[src/rtl/keypad_pkg.sv]
// Shared types, key map and timing helper for the 4x4 keypad scanner.
package keypad_pkg;

  typedef enum logic [1:0] {
    DRIVE,
    SAMPLE,
    EVAL
  } scan_st_e;

  typedef enum logic [1:0] {
    NONE,
    SINGLE,
    MULTI
  } sweep_e;

  // Indexed [row][col]
  localparam logic [3:0] KEY_MAP [4][4] = '{
    '{4'h1, 4'h2, 4'h3, 4'hA},
    '{4'h4, 4'h5, 4'h6, 4'hB},
    '{4'h7, 4'h8, 4'h9, 4'hC},
    '{4'h0, 4'hF, 4'hE, 4'hD}
  };

  function automatic int unsigned ms_to_cycles(
    input int unsigned clk_freq,
    input int unsigned ms
  );
    return clk_freq / 1000 * ms;
  endfunction

endpackage

[src/rtl/keypad_if.sv]
// Keypad pin and key-report bundle.
// master = scanner side, slave = keypad/consumer side.
interface keypad_if;
  logic [3:0] col;
  logic [3:0] row;
  logic [3:0] key_code;
  logic       key_valid;
  logic       key_held;
  logic       multi_key;

  modport master (
    output col, key_code, key_valid, key_held, multi_key,
    input  row
  );

  modport slave (
    input  col, key_code, key_valid, key_held, multi_key,
    output row
  );
endinterface

[src/rtl/keypad_sync.sv]
// 2-flop synchroniser for the asynchronous row returns.
// Resets to all-high (no key pressed).
module keypad_sync (
  input  logic       clk,
  input  logic       rst,
  input  logic [3:0] d_i,
  output logic [3:0] q_o
);
  logic [3:0] m_q;
  logic [3:0] s_q;

  always_ff @(posedge clk) begin
    if (rst) begin
      m_q <= 4'hF;
      s_q <= 4'hF;
    end else begin
      m_q <= d_i;
      s_q <= m_q;
    end
  end

  assign q_o = s_q;
endmodule

[src/rtl/keypad_scanner.sv]
// Column-strobe 4x4 keypad scanner with whole-sweep debounce.
// Define KEYPAD_REPEAT_EN to build key auto-repeat.
module keypad_scanner
  import keypad_pkg::*;
#(
  parameter int unsigned clk_freq      = 125_000_000,
  parameter int unsigned stable_time   = 10,
  parameter int unsigned settle_cycles = 125,
  parameter int unsigned repeat_ms     = 250
) (
  input  logic     clk,
  input  logic     rst,
  keypad_if.master kp
);

  localparam int unsigned THR = ms_to_cycles(clk_freq, stable_time);
  localparam int CW = $clog2(THR + 1);
  localparam int SW = $clog2(settle_cycles + 1);
  localparam logic [CW-1:0] THR_C = CW'(THR);
  localparam logic [SW-1:0] SET_LAST = SW'(settle_cycles - 1);

  scan_st_e      st_q, st_d;
  logic [1:0]    c_q, c_d;
  logic [SW-1:0] set_q, set_d;
  logic [3:0]    col_q, col_d;
  logic [3:0]    row_s;

  logic [1:0]    lows_q, lows_d;
  logic [3:0]    acode_q, acode_d;

  sweep_e        res;
  logic [3:0]    res_code;
  sweep_e        cand_q, cand_d;
  logic [3:0]    ccode_q, ccode_d;
  logic [CW-1:0] cnt_q, cnt_d;
  logic          fire;

  logic [3:0]    code_q, code_d;
  logic          kv_q, kv_d;
  logic          held_q, held_d;
  logic          multi_q, multi_d;
  logic          rep_q, rep_d;
  logic          rpt_fire;

  keypad_sync u_sync (
    .clk (clk),
    .rst (rst),
    .d_i (kp.row),
    .q_o (row_s)
  );

  always_comb begin
    st_d  = st_q;
    c_d   = c_q;
    set_d = set_q;
    unique case (st_q)
      DRIVE: begin
        if (set_q == SET_LAST) begin
          st_d  = SAMPLE;
          set_d = '0;
        end else begin
          set_d = set_q + 1'b1;
        end
      end
      SAMPLE: begin
        c_d  = c_q + 2'd1;
        st_d = (c_q == 2'd3) ? EVAL : DRIVE;
      end
      EVAL:    st_d = DRIVE;
      default: st_d = DRIVE;
    endcase
    col_d = (st_d == EVAL) ? 4'hF : ~(4'b0001 << c_d);
  end

  // Low-row count saturates at 2: anything beyond one key is MULTI
  always_comb begin
    lows_d  = lows_q;
    acode_d = acode_q;
    if (st_q == EVAL) begin
      lows_d  = '0;
      acode_d = '0;
    end else if (st_q == SAMPLE) begin
      for (int r = 0; r < 4; r++) begin
        if (!row_s[r]) begin
          if (lows_d != 2'd2) lows_d = lows_d + 2'd1;
          acode_d = KEY_MAP[r][c_q];
        end
      end
    end
  end

  always_comb begin
    res      = NONE;
    res_code = '0;
    if (lows_q == 2'd1) begin
      res      = SINGLE;
      res_code = acode_q;
    end else if (lows_q == 2'd2) begin
      res = MULTI;
    end
  end

  always_comb begin
    cand_d  = cand_q;
    ccode_d = ccode_q;
    if (st_q == EVAL && (res != cand_q || res_code != ccode_q)) begin
      cand_d  = res;
      ccode_d = res_code;
      cnt_d   = '0;
    end else if (cnt_q == THR_C) begin
      cnt_d = cnt_q;
    end else begin
      cnt_d = cnt_q + 1'b1;
    end
    fire = (cnt_q != THR_C) && (cnt_d == THR_C);
  end

  always_comb begin
    code_d  = code_q;
    kv_d    = 1'b0;
    held_d  = held_q;
    multi_d = multi_q;
    rep_d   = rep_q;
    if (fire) begin
      unique case (1'b1)
        (cand_q == SINGLE) && (!rep_q || ccode_q != code_q): begin
          code_d  = ccode_q;
          kv_d    = 1'b1;
          held_d  = 1'b1;
          rep_d   = 1'b1;
          multi_d = 1'b0;
        end
        (cand_q == SINGLE) && rep_q && (ccode_q == code_q): begin
          multi_d = 1'b0;
        end
        (cand_q == NONE): begin
          held_d  = 1'b0;
          multi_d = 1'b0;
          rep_d   = 1'b0;
        end
        (cand_q == MULTI): begin
          multi_d = 1'b1;
        end
        default: ;
      endcase
    end
    if (rpt_fire) kv_d = 1'b1;
  end

`ifdef KEYPAD_REPEAT_EN
  localparam int unsigned RPT = ms_to_cycles(clk_freq, repeat_ms);
  localparam int RW = $clog2(RPT + 1);
  localparam logic [RW-1:0] RPT_LAST = RW'(RPT - 1);

  logic [RW-1:0] rpt_q, rpt_d;

  // Timer only runs while the reported key is still the stable candidate
  always_comb begin
    rpt_d    = '0;
    rpt_fire = 1'b0;
    if (held_q && cand_q == SINGLE && ccode_q == code_q && !fire) begin
      if (rpt_q == RPT_LAST) begin
        rpt_fire = 1'b1;
      end else begin
        rpt_d = rpt_q + 1'b1;
      end
    end
  end

  always_ff @(posedge clk) begin
    if (rst) rpt_q <= '0;
    else     rpt_q <= rpt_d;
  end
`else
  assign rpt_fire = 1'b0;
`endif

  always_ff @(posedge clk) begin
    if (rst) begin
      st_q    <= DRIVE;
      c_q     <= '0;
      set_q   <= '0;
      col_q   <= 4'hF;
      lows_q  <= '0;
      acode_q <= '0;
      cand_q  <= NONE;
      ccode_q <= '0;
      cnt_q   <= '0;
      code_q  <= '0;
      kv_q    <= 1'b0;
      held_q  <= 1'b0;
      multi_q <= 1'b0;
      rep_q   <= 1'b0;
    end else begin
      st_q    <= st_d;
      c_q     <= c_d;
      set_q   <= set_d;
      col_q   <= col_d;
      lows_q  <= lows_d;
      acode_q <= acode_d;
      cand_q  <= cand_d;
      ccode_q <= ccode_d;
      cnt_q   <= cnt_d;
      code_q  <= code_d;
      kv_q    <= kv_d;
      held_q  <= held_d;
      multi_q <= multi_d;
      rep_q   <= rep_d;
    end
  end

  assign kp.col       = col_q;
  assign kp.key_code  = code_q;
  assign kp.key_valid = kv_q;
  assign kp.key_held  = held_q;
  assign kp.multi_key = multi_q;

endmodule

[src/flat_wrapper.sv]
// flat-port wrapper written by rule: the top's interface ports become plain ports
module keypad_scanner_flat import keypad_pkg::*;
#(
  parameter int unsigned clk_freq      = 125_000_000,
  parameter int unsigned stable_time   = 10,
  parameter int unsigned settle_cycles = 125,
  parameter int unsigned repeat_ms     = 250
)
  (clk, rst, kp_col, kp_key_code, kp_key_valid, kp_key_held, kp_multi_key, kp_row);
  keypad_if kp_i ();
  input  logic clk;
  input  logic rst;
  output wire logic [$bits(kp_i.col)-1:0] kp_col;
  output wire logic [$bits(kp_i.key_code)-1:0] kp_key_code;
  output wire logic [$bits(kp_i.key_valid)-1:0] kp_key_valid;
  output wire logic [$bits(kp_i.key_held)-1:0] kp_key_held;
  output wire logic [$bits(kp_i.multi_key)-1:0] kp_multi_key;
  input wire logic [$bits(kp_i.row)-1:0] kp_row;
  assign kp_col = kp_i.col;
  assign kp_key_code = kp_i.key_code;
  assign kp_key_valid = kp_i.key_valid;
  assign kp_key_held = kp_i.key_held;
  assign kp_multi_key = kp_i.multi_key;
  assign kp_i.row = kp_row;
  keypad_scanner #(.clk_freq(clk_freq), .stable_time(stable_time), .settle_cycles(settle_cycles), .repeat_ms(repeat_ms)) u_core (.clk(clk), .rst(rst), .kp(kp_i));
endmodule
[config.mk]
export PLATFORM = sky130hd
export DESIGN_NAME = keypad_scanner_flat
export DESIGN_NICKNAME = d
export VERILOG_FILES = /design/src/rtl/keypad_pkg.sv /design/src/rtl/keypad_if.sv /design/src/rtl/keypad_sync.sv /design/src/rtl/keypad_scanner.sv /design/src/flat_wrapper.sv
export SDC_FILE = /design/constraint.sdc
export NUM_CORES = 1
export LEC_CHECK = 0
export ABC_AREA = 0
export ABC_CLOCK_PERIOD_IN_PS = 2800
export BUFFER_PORTS_ARGS = -buffer_cell sky130_fd_sc_hd__buf_2
export CAP_MARGIN = 20
export CELL_PAD_IN_SITES_DETAIL_PLACEMENT = 2
export CELL_PAD_IN_SITES_GLOBAL_PLACEMENT = 2
export CORE_MARGIN = 4
export CORE_UTILIZATION = 33
export DETAILED_ROUTE_END_ITERATION = 10
export PLACE_DENSITY_LB_ADDON = 0.1
export SLEW_MARGIN = 20
export SYNTH_ARGS = -nofsm -noshare
export SYNTH_HDL_FRONTEND = slang
export SYNTH_SLANG_ARGS = --single-unit
[constraint.sdc]
create_clock -name clk -period 2.8 [get_ports clk]
set_clock_uncertainty 0.15 [all_clocks]
set_input_delay 0.56 -clock clk [delete_from_list [all_inputs] [get_ports clk]]
set_output_delay 0.56 -clock clk [all_outputs]
set_load 0.01 [all_outputs]
==> flow_metrics.env <==
export IMPL_yosys_area_share_simple_pct=28.23
export IMPL_final_util_pct=42.23
export IMPL_yosysSeqAreaShare_pct=38.20
export IMPL_die_width_um=108.0
export IMPL_port_buffers=16
export IMPL_leakage_uw=0.001556
export IMPL_fp_row_count=36
export IMPL_n_fill_cell=1125
export IMPL_drt_wl_total_um=9573
export IMPL_irDropWorstVdd_mv=0.1749
export IMPL_crit_fanout=6
export IMPL_htree_levels=3
export IMPL_antenna_cells=0
export IMPL_finalMaxSlewViolations=0
export IMPL_cts_buffer_depth=2
export IMPL_synth_edf_count=0
export IMPL_netlist_area_sq_um=3302
export IMPL_seqCellArea_sq_um=1275
export IMPL_clockRootBuffer="clkbuf_8"
export IMPL_setup_violations=0
export IMPL_ys_types=50
export IMPL_track_usage_pct=17.25
export IMPL_nNetsFinal=464
export IMPL_grt_use_met1_pct=20.48
export IMPL_ctsHoldBuffers=0
export IMPL_hp_class="input pin to flop"
export IMPL_grt_overflow_total=0
export IMPL_fin_ws_ns=0.07221
export IMPL_grt_pass1_wl_um=15860
export IMPL_grt_busiest_layer="met2"
export IMPL_worst_slew_pin_slew_ns=0.4665
export IMPL_endpoint_kind="flop"
export IMPL_coreArea_sq_um=9774
export IMPL_drt_antenna_violating_nets=0
export IMPL_synthArstFlopShare_pct=0
export IMPL_powerDensity_nw_per_um2=440.8
export IMPL_synth_top_family_by_area="simple AND/OR/NAND/NOR gates"
export IMPL_syn_to_final_growth_pct=25.01
export IMPL_die_y_um=108.0
export IMPL_gr_usage_met2_pct=31.31
export IMPL_rsz0062_at_grt="yes"
export IMPL_cts_sinks=63
export IMPL_yosys_most_used_dff="dfxtp_1"
export IMPL_fin_crit_ns=2.728
export IMPL_insertion_delay_ns=0.35
export IMPL_criticalPathCategory="flop to flop"
export IMPL_synth_fa_ha_area_share_pct=5.305
export IMPL_syn_avg_cell_area_sq_um=8.255
export IMPL_finalSetupTns_ns=0
export IMPL_required_ns=2.94
export IMPL_max_freq_mhz=366.6
export IMPL_final_layout_size_suffix_gt1_share_pct=24.33
export IMPL_critPathLaunchType="flop"
export IMPL_grt_max_degree=22
export IMPL_finalCritPeriodShare_pct=97.42
export IMPL_synth_xor_area_share_pct=9.019
export IMPL_wire_per_inst_um=16.48
export IMPL_design_portCount=17
export IMPL_holdPathStages=2
export IMPL_multi_input_area_sq_um=2029
export IMPL_grtUsageMet3_pct=2.328
export IMPL_drt_iter0_drc=65
export IMPL_place_hpwl_um=6958
export IMPL_ys_warn_count=0
export IMPL_first_pass_iters=4
export IMPL_cts_made_buffers=9
export IMPL_via_count=2980
export IMPL_pre_cts_ws_ns=-0.01910
export IMPL_drc=0
export IMPL_holdWs_ns=0.2435
export IMPL_synth_seq_cells=63
export IMPL_start_util_pct=33.78
export IMPL_syn_inst=400
export IMPL_worstRegToRegCells=10
export IMPL_worstPathArrival_ns=2.87
export IMPL_cap_violations=0
export IMPL_cts_tree="yes"
export IMPL_synthMuxAreaShare_pct=1.516
export IMPL_die_area_sq_um=11670
export IMPL_grt_pass1_vias=3253
export IMPL_slew_headroom_pct=68.62
export IMPL_timing_hold_violations_final=0
export IMPL_syn_nets=420
export IMPL_grt_antenna_before_repair=0
export IMPL_synth_compound_area_share_pct=13.11
export IMPL_clk_pin_slew_ns=0.07
export IMPL_status="complete, no violations"
export IMPL_via_per_inst=5.129
export IMPL_place_gp_congestion=0.7816
metal layers:
metal | up-vias | wire [um]
met5 | - | 0
met4 | 0 | 160
met3 | 13 | 134
met2 | 14 | 4981
met1 | 1468 | 4297
li1 | 1485 | -
cells in the mapped netlist, types with 2 or more instances:
cell type | n | area [sq um]
a31oi_1 | 2 | 12.51
nor4b_1 | 6 | 52.55
clkbuf_1 | 10 | 37.54
nor3_1 | 14 | 70.07
a2111oi_0 | 2 | 17.52
nand4_1 | 11 | 68.82
nand2b_1 | 7 | 43.79
nand2_1 | 33 | 123.9
dfxtp_1 | 63 | 1261
nand3_1 | 14 | 70.07
ha_1 | 14 | 175.2
o21ai_0 | 10 | 50.05
a211oi_1 | 6 | 45.04
nand3b_1 | 2 | 15.01
xnor2_1 | 17 | 148.9
and3_1 | 3 | 18.77
mux2i_1 | 5 | 50.05
o21a_1 | 7 | 52.55
or3_1 | 5 | 31.28
nor4_1 | 5 | 31.28
and4bb_1 | 2 | 25.02
a21oi_1 | 26 | 130.1
or2_2 | 9 | 56.30
nor2b_1 | 4 | 25.02
buf_2 | 8 | 40.04
and2_1 | 2 | 12.51
o31ai_1 | 3 | 22.52
xor2_1 | 17 | 148.9
o31a_1 | 4 | 35.03
nor2_1 | 54 | 202.7
inv_1 | 15 | 56.30
nor3b_1 | 2 | 15.01
cell usage in the layout, fill, tap and decap left out, drive strengths merged, types with 3 or more instances in the layout:
master,n
a211oi,6
a21oi,26
and3,3
buf,52
clkbuf,12
dfxtp,63
ha,14
inv,15
mux2i,5
nand2,33
nand2b,7
nand3,14
nand4,12
nor2,54
nor2b,4
nor3,14
nor4,6
nor4b,6
o21a,7
o21ai,10
o31a,4
o31ai,3
or2,9
or3,5
xnor2,17
xor2,17
state kept, by name, indices dropped and copies added (netlist names), 4 cells and up:
signal,count
u_core.ccode_q,4
u_core.kp.key_code,4
u_core.set_q,7
u_core.u_sync.m_q,4
u_core.u_sync.q_o,4
u_core.acode_q,4
u_core.cnt_q,21
u_core.kp.col,4
logic make-up after synthesis:
group                      Yosys count
AOI/OAI and AO/OA                   68
adders and majority gates           14
muxes                                5
DFF                                 63
buffers and inverters               36
and+or+nand+nor                    180
xor gates and xnor gates            34
cell type report:
type                            count  area share [%]
Multi-Input combinational cell    301           49.17
Tap cell                          133           4.032
Clock inverter                      3           1.031
Inverter                           16           1.455
Sequential cell                    63           30.89
Clock buffer                       12           3.759
Timing Repair Buffer               53           9.670
path summary, 6_finish.rpt:
path	start	end	slack [ns]
max	u_core.lows_q[1]	u_core.kp.key_code[0]	0.07
min	kp_row[0]	u_core.u_sync.m_q[0]	0.24
max reg2reg	u_core.lows_q[1]	u_core.kp.key_code[0]	0.07
min reg2reg	u_core.u_sync.m_q[1]	u_core.u_sync.q_o[1]	0.26
critical path, stage by stage (launching register included):
cell	delay, ns
dfxtp_2	0.33
inv_1	0.05
ha_1	0.20
or3_1	0.36
o211ai_1	0.11
o2111ai_2	0.16
and2_4	0.18
or4_4	0.46
bufbuf_16	0.30
nor4b_4	0.24
o21a_1	0.14
power breakdown:
group          switching [uW]  leakage (uW)  internal [uW]  total (uW)
Clock                     363     0.0000985            454         817
Sequential               15.5      0.000515            910         925
Combinational            45.3      0.000942           32.4        77.7
Total                     424       0.00156           1400        1820
what timing repair did:
item | CTS | global route
buffers inserted | 2 | 2
gates cloned | 1 | 0
pin swaps | 4 | 2
endpoints found under the setup margin | 6 | 9
resized for setup | 9 | 30
stage by stage:
| step | cells | cell area [sq um] | power (uW) |
|---|---|---|---|
| global route | 581 | 4128 | 1902 |
| floorplan | 400 | 3309 | 991.7 |
| CTS | 579 | 3996 | 1842 |
| detailed placement | 561 | 3710 | 1020 |
| finish | 581 | 4128 | 1820 |
| global placement | 561 | 3710 | 1016 |
No activity file was read; power rests on OpenSTA's default activity.
